**config.mk**
```make
export PLATFORM = sky130hd
export DESIGN_NAME = widths_logic_pipe
export DESIGN_NICKNAME = d
export VERILOG_FILES = /design/src/rtl/widths_logic_pkg.sv /design/src/rtl/widths_logic_core.sv /design/src/rtl/widths_logic_pipe.sv
export SDC_FILE = /design/constraint.sdc
export NUM_CORES = 1
export LEC_CHECK = 0
export BUFFER_PORTS_ARGS = -buffer_cell sky130_fd_sc_hd__buf_2
export CAP_MARGIN = 20
export CORE_ASPECT_RATIO = 0.6
export CORE_MARGIN = 1
export CORE_UTILIZATION = 47
export DETAILED_ROUTE_END_ITERATION = 8
export GPL_TIMING_DRIVEN = 1
export PLACE_DENSITY = 0.73
export SETUP_SLACK_MARGIN = 0.2
export SYNTH_ARGS = -nofsm -noshare
export SYNTH_HDL_FRONTEND = slang
export SYNTH_SLANG_ARGS = --single-unit
```
**constraint.sdc**
```tcl
create_clock -name clk -period 1.74 [get_ports clk]
set_clock_uncertainty 0.15 [all_clocks]
set_input_delay 0.087 -clock clk [delete_from_list [all_inputs] [get_ports clk]]
set_output_delay 0.087 -clock clk [all_outputs]
set_load 0.03 [all_outputs]
```
**src/rtl/widths_logic_pkg.sv**
```systemverilog
// Shared types and defaults for the widths_logic compare/reduce pipeline.
// Holds the reduction-source enum, the result flag bundle and the parameter defaults.
package widths_logic_pkg;

   localparam int unsigned DefaultWidth = 4;
   localparam int unsigned DefaultCntW  = 8;

   typedef enum logic [1:0] {
      RED_X   = 2'd0,
      RED_Y   = 2'd1,
      RED_XOR = 2'd2,
      RED_AND = 2'd3
   } mode_e;

   typedef struct packed {
      logic eq;
      logic neq;
      logic gt;
      logic red_and;
      logic red_or;
      logic red_xor;
   } flags_t;

endpackage

```
**src/rtl/widths_logic_core.sv**
```systemverilog
// Pure combinational compare and reduce logic for one operand pair.
// Flat ports so it can be wrapped single-cycle or dropped into a pipeline stage.
module widths_logic_core
   import widths_logic_pkg::*;
#(
   parameter int unsigned WIDTH  = DefaultWidth,
   parameter bit          SIGNED = 1'b0
) (
   input  logic [WIDTH-1:0] x_i,
   input  logic [WIDTH-1:0] y_i,
   input  mode_e            mode_i,
   output logic             eq_o,
   output logic             neq_o,
   output logic             gt_o,
   output logic             red_and_o,
   output logic             red_or_o,
   output logic             red_xor_o
);

   logic [WIDTH-1:0] sel;

   assign eq_o  = (x_i == y_i);
   assign neq_o = ~eq_o;

   // With WIDTH=1 a signed compare naturally reads a set bit as -1.
   if (SIGNED) begin : g_signed
      assign gt_o = $signed(x_i) > $signed(y_i);
   end else begin : g_unsigned
      assign gt_o = x_i > y_i;
   end

   always_comb begin
      sel = x_i;
      case (mode_i)
         RED_X:   sel = x_i;
         RED_Y:   sel = y_i;
         RED_XOR: sel = x_i ^ y_i;
         RED_AND: sel = x_i & y_i;
         default: sel = x_i;
      endcase
   end

   assign red_and_o = &sel;
   assign red_or_o  = |sel;
   assign red_xor_o = ^sel;

endmodule

```
**src/rtl/widths_logic_pipe.sv**
```systemverilog
// Two-stage valid/ready pipeline around widths_logic_core with saturating
// statistics counters for delivered eq and gt results.
module widths_logic_pipe
   import widths_logic_pkg::*;
#(
   parameter int unsigned WIDTH  = DefaultWidth,
   parameter bit          SIGNED = 1'b0,
   parameter int unsigned CNT_W  = DefaultCntW
) (
   input  logic             clk,
   input  logic             rst_n,
   input  logic             in_valid,
   output logic             in_ready,
   input  logic [WIDTH-1:0] x,
   input  logic [WIDTH-1:0] y,
   input  logic [1:0]       mode,
   output logic             out_valid,
   input  logic             out_ready,
   output logic             eq,
   output logic             neq,
   output logic             gt,
   output logic             red_and,
   output logic             red_or,
   output logic             red_xor,
   input  logic             clr_cnt,
   output logic [CNT_W-1:0] eq_cnt,
   output logic [CNT_W-1:0] gt_cnt
);

   logic             s1_valid_q, s1_valid_d;
   logic [WIDTH-1:0] x_q, x_d;
   logic [WIDTH-1:0] y_q, y_d;
   mode_e            mode_q, mode_d;
   logic             s2_valid_q, s2_valid_d;
   flags_t           flags_q, flags_d;
   flags_t           core_flags;
   logic [CNT_W-1:0] eq_cnt_q, eq_cnt_d;
   logic [CNT_W-1:0] gt_cnt_q, gt_cnt_d;

   logic s2_adv;
   logic in_fire;
   logic out_fire;

   assign s2_adv   = ~s2_valid_q | out_ready;
   // Gated by rst_n so in_ready stays low for the whole reset pulse.
   assign in_ready = rst_n & (~s1_valid_q | s2_adv);
   assign in_fire  = in_valid & in_ready;
   assign out_fire = s2_valid_q & out_ready;

   widths_logic_core #(
      .WIDTH  (WIDTH),
      .SIGNED (SIGNED)
   ) u_core (
      .x_i       (x_q),
      .y_i       (y_q),
      .mode_i    (mode_q),
      .eq_o      (core_flags.eq),
      .neq_o     (core_flags.neq),
      .gt_o      (core_flags.gt),
      .red_and_o (core_flags.red_and),
      .red_or_o  (core_flags.red_or),
      .red_xor_o (core_flags.red_xor)
   );

   always_comb begin
      s1_valid_d = s1_valid_q;
      x_d        = x_q;
      y_d        = y_q;
      mode_d     = mode_q;
      s2_valid_d = s2_valid_q;
      flags_d    = flags_q;

      if (in_fire) begin
         s1_valid_d = 1'b1;
         x_d        = x;
         y_d        = y;
         mode_d     = mode_e'(mode);
      end else if (s2_adv) begin
         s1_valid_d = 1'b0;
      end

      if (s2_adv) begin
         s2_valid_d = s1_valid_q;
         // Flags only reload with real data; holding them avoids needless toggling.
         if (s1_valid_q) begin
            flags_d = core_flags;
         end
      end
   end

   always_comb begin
      eq_cnt_d = eq_cnt_q;
      gt_cnt_d = gt_cnt_q;
      if (clr_cnt) begin
         eq_cnt_d = '0;
         gt_cnt_d = '0;
      end else if (out_fire) begin
         if (flags_q.eq && (eq_cnt_q != {CNT_W{1'b1}})) begin
            eq_cnt_d = eq_cnt_q + CNT_W'(1);
         end
         if (flags_q.gt && (gt_cnt_q != {CNT_W{1'b1}})) begin
            gt_cnt_d = gt_cnt_q + CNT_W'(1);
         end
      end
   end

   always_ff @(posedge clk or negedge rst_n) begin
      if (!rst_n) begin
         s1_valid_q <= 1'b0;
         x_q        <= '0;
         y_q        <= '0;
         mode_q     <= RED_X;
         s2_valid_q <= 1'b0;
         flags_q    <= '0;
         eq_cnt_q   <= '0;
         gt_cnt_q   <= '0;
      end else begin
         s1_valid_q <= s1_valid_d;
         x_q        <= x_d;
         y_q        <= y_d;
         mode_q     <= mode_d;
         s2_valid_q <= s2_valid_d;
         flags_q    <= flags_d;
         eq_cnt_q   <= eq_cnt_d;
         gt_cnt_q   <= gt_cnt_d;
      end
   end

   assign out_valid = s2_valid_q;
   assign eq        = flags_q.eq;
   assign neq       = flags_q.neq;
   assign gt        = flags_q.gt;
   assign red_and   = flags_q.red_and;
   assign red_or    = flags_q.red_or;
   assign red_xor   = flags_q.red_xor;
   assign eq_cnt    = eq_cnt_q;
   assign gt_cnt    = gt_cnt_q;

endmodule

```
* After elaboration in Yosys (flattened, before gate mapping) *
Index checks and enable logic that the tools add are counted.

storage, ports and cells
  register bits after elaboration = 34
  bits in latches = 0
  RAM bits = 0
  ROM bits = 0
  input bits = 15
  output and inout port bits = 24
  word-level logic and storage cells = 54
  memories = 0

operators by class
  add/sub/neg operators = 2
  $mul = 0
  div/mod/pow operators = 0
  magnitude comparators = 1
  equal/unequal tests = 6
  shift-type cells = 0
  multiplexer cells = 9
  bitwise operators = 10
  reduce and logical (&&, ||, !) cells = 13

operators with widths
  operator                                       count
  two-way mux 8 bit                              6
  adder 8 x 1 -> 8 bit, second input constant    2
  != test 8 bit, second input constant           2
  case mux 4 bit (4 select lines)                1
  nonzero test 2 bit                             4
  AND reduction 2 bit                            3
  bitwise AND 4 bit                              1
  == test 2 bit, second input constant           2
  == test 4 bit                                  1
  > comparator 4 bit                             1
  AND reduction 4 bit                            1
  OR reduction 4 bit                             1
  XOR reduction 4 bit                            1
  XOR 4 bit                                      1
  bitwise AND 1 bit                              3
  inverter 1 bit                                 3
  == test 2 x 1 -> 1 bit, second input constant  1
  logical AND 1 bit                              2
  zero test 2 bit                                1
  two-way mux 1 bit                              2
  bitwise OR 1 bit                               2

* Logic depth before layout (Yosys ltp) *
Gate-level depths: netlist (run 1).

  word-level depth = 6
  gate-level depth with buffers = 8
  gate-level depth less buffers = 8

* Modules after synthesis *
A second synthesis (run 1) with hierarchy kept.

second synthesis, totals
  cells, all modules = 172
  area, all modules = 1909.3 sq um

by module, submodules not included
  module             instances  cells each  area an instance (sq um)  seq. area each (sq um)
  widths_logic_pipe  1          131         1557.7                    850.8
  widths_logic_core  1          41          351.6                     0.0

* Worst setup path after synthesis (run 1) *
OpenSTA, ideal clock, no wires.

  path type = flip-flop to flip-flop
  from = reg s2_valid_q, in the netlist out_valid
  to = reg mode_q[0]
  library setup time = 125 ps
  arrival = 1572 ps
  data required time = 1465 ps
  path slack = -107 ps
  cell stages (with the launch flop) = 6
  path buffers = 1
  period minus slack after synthesis = 1847 ps
  path through = dfrtp_1 > nand3b_1 > and2_1 > nand2_1 > buf_4 > mux2_2

on the way
  word-level cells in the longest chain between the ends = 5

RTL lines
  what                    RTL line                  RTL
  start, declared         widths_logic_pipe.sv:34   logic s2_valid_q, s2_valid_d;
  start signal, assigned  widths_logic_pipe.sv:122  s2_valid_q <= s2_valid_d;
  inverter 1 bit          widths_logic_pipe.sv:44   assign s2_adv = ~s2_valid_q | out_ready;
  bitwise OR 1 bit        widths_logic_pipe.sv:44
  bitwise OR 1 bit        widths_logic_pipe.sv:46   assign in_ready = rst_n & (~s1_valid_q | s2_adv);
  bitwise AND 1 bit       widths_logic_pipe.sv:46
  named net in_ready      widths_logic_pipe.sv:13   output logic in_ready,
  bitwise AND 1 bit       widths_logic_pipe.sv:47   assign in_fire = in_valid & in_ready;
  end signal, assigned    widths_logic_pipe.sv:121  mode_q <= mode_d;
  end, declared           widths_logic_pipe.sv:33   mode_e mode_q, mode_d;

The timed path passes the listed nets, and every way through them passes these cells.
A chain may end at the register's enable or synchronous reset.

* Worst setup path after layout (run 1) *
  from = reg x_q[2]
  to = reg flags_q (netlist bit red_xor)

on the way
  word-level cells in the longest chain between the ends = 3
  elaborated cells between the ends (all ways) = 4
  classes of those cells = 1 x mux; 2 x bitwise; 1 x reduce/logical

RTL lines
  what                                            RTL line                                          RTL
  start, declared                                 widths_logic_pipe.sv:31                           logic [WIDTH-1:0] x_q, x_d;
  start signal, assigned                          widths_logic_pipe.sv:110                          x_q <= '0;
  start signal, assigned                          widths_logic_pipe.sv:119                          x_q <= x_d;
  bitwise AND 4 bit or XOR 4 bit (tied branches)  widths_logic_core.sv:38, widths_logic_core.sv:37
  case mux 4 bit (4 select lines) (*)             widths_logic_core.sv:34                           case (mode_i)
  XOR reduction 4 bit (*)                         widths_logic_core.sv:45                           assign red_xor_o = ^sel;
  end signal, assigned                            widths_logic_pipe.sv:123                          flags_q <= flags_d;
  end, declared                                   widths_logic_pipe.sv:35                           flags_t flags_q, flags_d;

Every way passes the cells marked *; elsewhere a longest branch is shown, timed or not.

==> impl_metrics.yaml, run 1 <==
route:
  detail_route.first_pass.iterations: 4
  wl_um: 4450
  detailroute.via_count: 1624
  drt-wirelength-per-cell_um: 14.7
  initialDrtViolationCount: 48
  routed_via_density: 5.36
  final_antenna_net_count: 0
  drc_errors: 0
timing:
  fin_crit_ps: 1860
  max_clock_freq_mhz: 538
  final_worst_path_period_share_pct: 107
  rsz0062_at_grt: "true"
  report.final.setup_viol: 3
  final-hold-violation-count: 0
  slew_violations: 0
  actual_transition_at_the_worst_max_transition_pin_ps: 441
  fin_worst_hold_slack_ps: 4.73
  relSlewSlack_pct: 70.6
  final.setup.worst_slack_ps: -119
yosys:
  synth_largest_area_cell: "sky130_fd_sc_hd__dfrtp_1"
  ys_seq_area_share_pct: 45.5
  yosys_register_bits: 34
  synth.lib_cells_used.distinct: 41
  postSynthAreaPerCell_um2: 10.4
  post_synth_instance_area_um2: 1870
  syn-num-nets: 208
  synth_largest_type_area_fraction_pct: 45.5
  synth_top_cells_by_area: "sky130_fd_sc_hd__dfrtp_1, sky130_fd_sc_hd__ha_1, sky130_fd_sc_hd__mux2_2"
  yosys_warnings: 0
  synthCells: 179
cells_and_area:
  most-common-layout-cells: "sky130_fd_sc_hd__buf_2, sky130_fd_sc_hd__dfrtp_1, sky130_fd_sc_hd__buf_4"
  post_route_cells_drive_above_1_share_pct: 46.9
  final_nets: 284
  area_growth_pct: 43.3
  layout.cells.most_common: "sky130_fd_sc_hd__buf_2"
  n_antenna_cell: 0
critical_path:
  cp_data_required_time_ps: 1760
  timing.critical_path.fanout_max: 3
  crit_type: "reg2reg"
  worst_setup_path_start_kind: "flop"
  kind_of_end_point_of_the_critical_path: "flop"
  signal_arrival_time_at_the_worst_endpoint_ps: 1870
power:
  powerDensity_nw_per_um2: 936
  leakagePower_nw: 1.26
  maximum_vdd_ir_drop_mv: 0.718
clocking:
  clock_sink_count: 34
  cts.reportedPaths.clkPinSlew_ps: 70
  cts_max_path_buffers: 2
  clock-root-buffer: "sky130_fd_sc_hd__clkbuf_8"
  cts_tree: "built"
  clock_buffer_count_from_cts: 5
  worstSkewPairLatency_ps: 290
  cts_htree_levels: 2
floorplanning:
  design.core.area_um2: 3740
  boundaryPins: 39
  dieHeight_um: 50.9
  fp.dieArea_um2: 4240
  placementRows: 17
  die_x_um: 83.4
  initial_core_util_pct: 50.0
place:
  finalWeightedCongestion: 0.865
  dp.final_hpwl_um: 2860
  io_buffers: 38
  dp_worst_setup_slack_ps: -194
grt:
  first_pass_grt_wire_length_um: 7110
  globalRouteTotalUtil_pct: 21.9
  pin_count_of_the_biggest_net_entering_global_routing: 35
  gr-total-overflow: 0
  number_of_global_route_vias_before_repair: 1483
  antenna_violations_before_repair: 0
flow_run:
  max_cap_viol_count: 0
min_path:
  min-delay-path-class: "in2reg"
status:
  outcome: "finished, violations left"
  failed_checks: "negative setup slack"
## metal layers
metal | track usage, % | part of all wire (%) | vias to the layer above
li1 | - | - | 792
met1 | 32.7 | 51 | 792
met5 | 0 | 0 | -
met2 | 31.8 | 44 | 36
met4 | 5.08 | 0.63 | 0
met3 | 5.82 | 4.1 | 4
## worst max-delay path, stage by stage (launching register included)
cell and delay (ps):
sky130_fd_sc_hd__dfrtp_2 440, sky130_fd_sc_hd__ha_4 250, sky130_fd_sc_hd__o211ai_1 170, sky130_fd_sc_hd__o21ai_1 120, sky130_fd_sc_hd__ha_1 350, sky130_fd_sc_hd__xnor2_2 170
sky130_fd_sc_hd__o21ai_1 90
## through the flow
step | instances | TNS, ps | power (mW) | utilization, % | area [um2]
CTS | 299 | -133 | 2.42 | 68.1 | 2550
global placement | 275 | -99.0 | 1.70 | 60.7 | 2270
floorplan | 179 | -32.3 | 1.44 | - | 1930
detailed placement | 275 | -278 | 1.72 | 60.7 | 2270
finish | 303 | -231 | 2.51 | 71.6 | 2680
global route | 303 | -477 | 2.65 | 71.6 | 2680
## path summary, 6_finish.rpt
kind                       depth (start not counted)  slack (ps)     start          to
min in group asynchronous                          3         290     rst_n   eq_cnt[7]
max reg2reg                                        6        -120    x_q[2]     red_xor
min                                                3           5  in_valid  s1_valid_q
max in group asynchronous                          3         800     rst_n      x_q[2]
max                                                6        -120    x_q[2]     red_xor
min reg2reg                                        1         330    red_or      red_or
## repair_timing
action | 4_1_cts | 5_1_grt
gates resized for setup | 6 | 23
endpoints found under the hold margin | 44 | 0
endpoints found under the setup margin | 18 | 20
hold buffers | 11 | 0
pin swaps | 6 | 21
setup buffers | 5 | 4
## power by group
group	internal [mW]	leakage [nW]	switching (mW)	total, mW
combinational	0.460	0.786	0.452	0.913
clock	0.318	0.0472	0.301	0.619
sequential	0.886	0.428	0.0933	0.979
## cell families after synthesis
logic type | synth area share (%)
multiplexers | 11.4
AND/OR/NAND/NOR | 17.6
XOR/XNOR | 2.81
flip-flops | 45.5
AO/OA/AOI/OAI | 10.3
adder cells (fa/ha/maj) | 9.36
buffers and inverters | 3.01
## layout make-up
class,count,area (um2)
Multi-Input combinational cell,131,1120
Fill cell,255,1060
Sequential cell,34,860
Timing Repair Buffer,74,510
Clock buffer,6,82.6
Tap cell,47,58.8
Inverter,9,33.8
Clock inverter,2,12.5
## sequential cells by signal, indices dropped and copies added, names as in the netlist
name        count
eq_cnt          8
mode_q          2
red_or          1
y_q             4
out_valid       1
eq              1
s1_valid_q      1
gt              1
gt_cnt          8
x_q             4
red_and         1
red_xor         1
neq             1
## cell usage after synthesis, drive strengths merged
library cell / number
xor2: 4
nand4: 5
nor2: 17
nor4: 2
a21oi: 4
inv: 9
o211a: 1
and3b: 1
a21boi: 1
a311oi: 2
a21o: 1
o21ai: 10
and2: 1
ha: 14
and3: 4
dfrtp: 34
nand2b: 1
mux2i: 3
o21a: 1
nor2b: 1
nand3b: 1
a31oi: 2
or2b: 1
xnor2: 2
nor3: 6
o211ai: 7
nand2: 14
a211oi: 1
and4: 3
buf: 2
nand3: 5
clkbuf: 3
mux2: 16
Note: power is estimated with default switching activity, not from simulation.
==> run 2, diff against run 1 <==
Settings changed: ABC_CLOCK_PERIOD_IN_PS from default to 1740, BUFFER_PORTS_ARGS -buffer_cell sky130_fd_sc_hd__buf_2 to -buffer_cell sky130_fd_sc_hd__clkbuf_2.
==> impl_metrics.yaml, run 2 (synthesized netlist as in run 1, its figures left out) <==
grt:
  number_of_global_route_vias_before_repair: 1518
  pin_count_of_the_biggest_net_entering_global_routing: 35
  antenna_violations_before_repair: 0
  gr-total-overflow: 0
  first_pass_grt_wire_length_um: 7670
  globalRouteTotalUtil_pct: 23.7
timing:
  report.final.setup_viol: 2
  rsz0062_at_grt: "true"
  fin_crit_ps: 1860
  relSlewSlack_pct: 70.9
  slew_violations: 0
  final-hold-violation-count: 0
  setup_tns_ps: -157
  final.setup.worst_slack_ps: -123
  fin_worst_hold_slack_ps: 11.4
  final_worst_path_period_share_pct: 107
  max_clock_freq_mhz: 537
  actual_transition_at_the_worst_max_transition_pin_ps: 436
clocking:
  clock_buffer_count_from_cts: 5
  cts.reportedPaths.clkPinSlew_ps: 80
  cts_max_path_buffers: 2
  worstSkewPairLatency_ps: 290
  cts_htree_levels: 2
  clock_sink_count: 34
  cts_tree: "built"
  clock-root-buffer: "sky130_fd_sc_hd__clkbuf_8"
power:
  totalPowerFinal_mw: 2.83
  leakagePower_nw: 1.27
  powerDensity_nw_per_um2: 1020
  maximum_vdd_ir_drop_mv: 0.684
critical_path:
  r2r-end: "red_xor"
  timing.critical_path.fanout_max: 2
  signal_arrival_time_at_the_worst_endpoint_ps: 1880
  kind_of_end_point_of_the_critical_path: "flop"
  crit_type: "reg2reg"
  cp_data_required_time_ps: 1760
  regToRegSetupSlack_ps: -120
  worst_setup_path_start_kind: "flop"
  reg2reg_from: "x_q[1]"
  rr_worst_depth: 7
  setup.worst_path.start: "x_q[1]"
place:
  io_buffers: 38
  finalWeightedCongestion: 0.853
  dp.final_hpwl_um: 2930
cells_and_area:
  post_route_cells_drive_above_1_share_pct: 49.8
  n_antenna_cell: 0
  finalCoreUtilization_pct: 74.3
  area_growth_pct: 48.7
  most-common-layout-cells: "sky130_fd_sc_hd__clkbuf_2, sky130_fd_sc_hd__dfrtp_1, sky130_fd_sc_hd__buf_4"
  final_nets: 287
  layout.cells.most_common: "sky130_fd_sc_hd__clkbuf_2"
flow_run:
  max_cap_viol_count: 0
floorplanning:
  die_x_um: 83.4
  boundaryPins: 39
  dieHeight_um: 50.9
  initial_core_util_pct: 50.0
  design.core.area_um2: 3740
  placementRows: 17
  fp.dieArea_um2: 4240
route:
  drt-wirelength-per-cell_um: 16.1
  routed_via_density: 5.38
  detailroute.via_count: 1647
  detail_route.first_pass.iterations: 4
  initialDrtViolationCount: 73
  wl_um: 4920
  drc_errors: 0
  final_antenna_net_count: 0
status:
  failed_checks: "negative setup slack"
  outcome: "finished, violations left"
min_path:
  hold_start: "in_valid"
  worst_hold_path.num_cells: 3
  min-delay-path-class: "in2reg"
  holdPathEnd: "s1_valid_q"
## run 2: worst max-delay path, cell delays in order, from the launching register on
cell,delay [ps]
sky130_fd_sc_hd__dfrtp_1,430
sky130_fd_sc_hd__ha_4,260
sky130_fd_sc_hd__o211ai_1,160
sky130_fd_sc_hd__o21a_1,180
sky130_fd_sc_hd__inv_1,50
sky130_fd_sc_hd__ha_2,330
sky130_fd_sc_hd__xnor2_2,110
sky130_fd_sc_hd__o21ai_1,80
## run 2: cell type report
type                            instances  area (um2)
Fill cell                             240         962
Sequential cell                        34         862
Clock buffer                            5        68.8
Multi-Input combinational cell        131        1140
Inverter                                9        33.8
Clock inverter                          3        68.8
Timing Repair Buffer                   77         549
Tap cell                               47        58.8
## run 2: how the worst max path moves through the flow
stage                    to  slack [ps]  cells past startpoint
floorplan           red_xor         -30                      7
global placement    red_xor         -90                      5
detailed placement  red_xor        -170                      5
CTS                 red_xor         -50                      7
global route        red_xor        -240                      7
finish              red_xor        -120                      7
## run 2: power by group
| part | internal, mW | switching [mW] | total, mW |
|---|---|---|---|
| logic | 0.485 | 0.468 | 0.954 |
| clock network | 0.574 | 0.317 | 0.891 |
| registers | 0.886 | 0.102 | 0.989 |
| total | 1.95 | 0.887 | 2.83 |
## run 2: timing repair
action / 4_1_cts / 5_1_grt
setup buffers: 7 / 5
cloned: 0 / 0
hold buffers: 12 / 0
gates resized for setup: 14 / 29
pin swaps: 5 / 19
setup endpoints to repair: 18 / 20
hold endpoints to repair: 45 / 0
## run 2: through the flow
stage                     cell area [um2]  instances  setup slack, ps
final                                2780        306             -123
after detailed placement             2260        274             -173
after global placement               2260        274            -91.8
after floorplan                      1930        179            -32.3
after global routing                 2780        306             -240
after CTS                            2640        301            -54.6
## run 2: layer usage
layer	vias to the layer above	track usage (%)	routed length, um
met5	-	0	0
met4	0	5.93	44
met3	7	5.65	246
met2	45	36.9	2330
met1	794	33.8	2300
li1	801	-	-
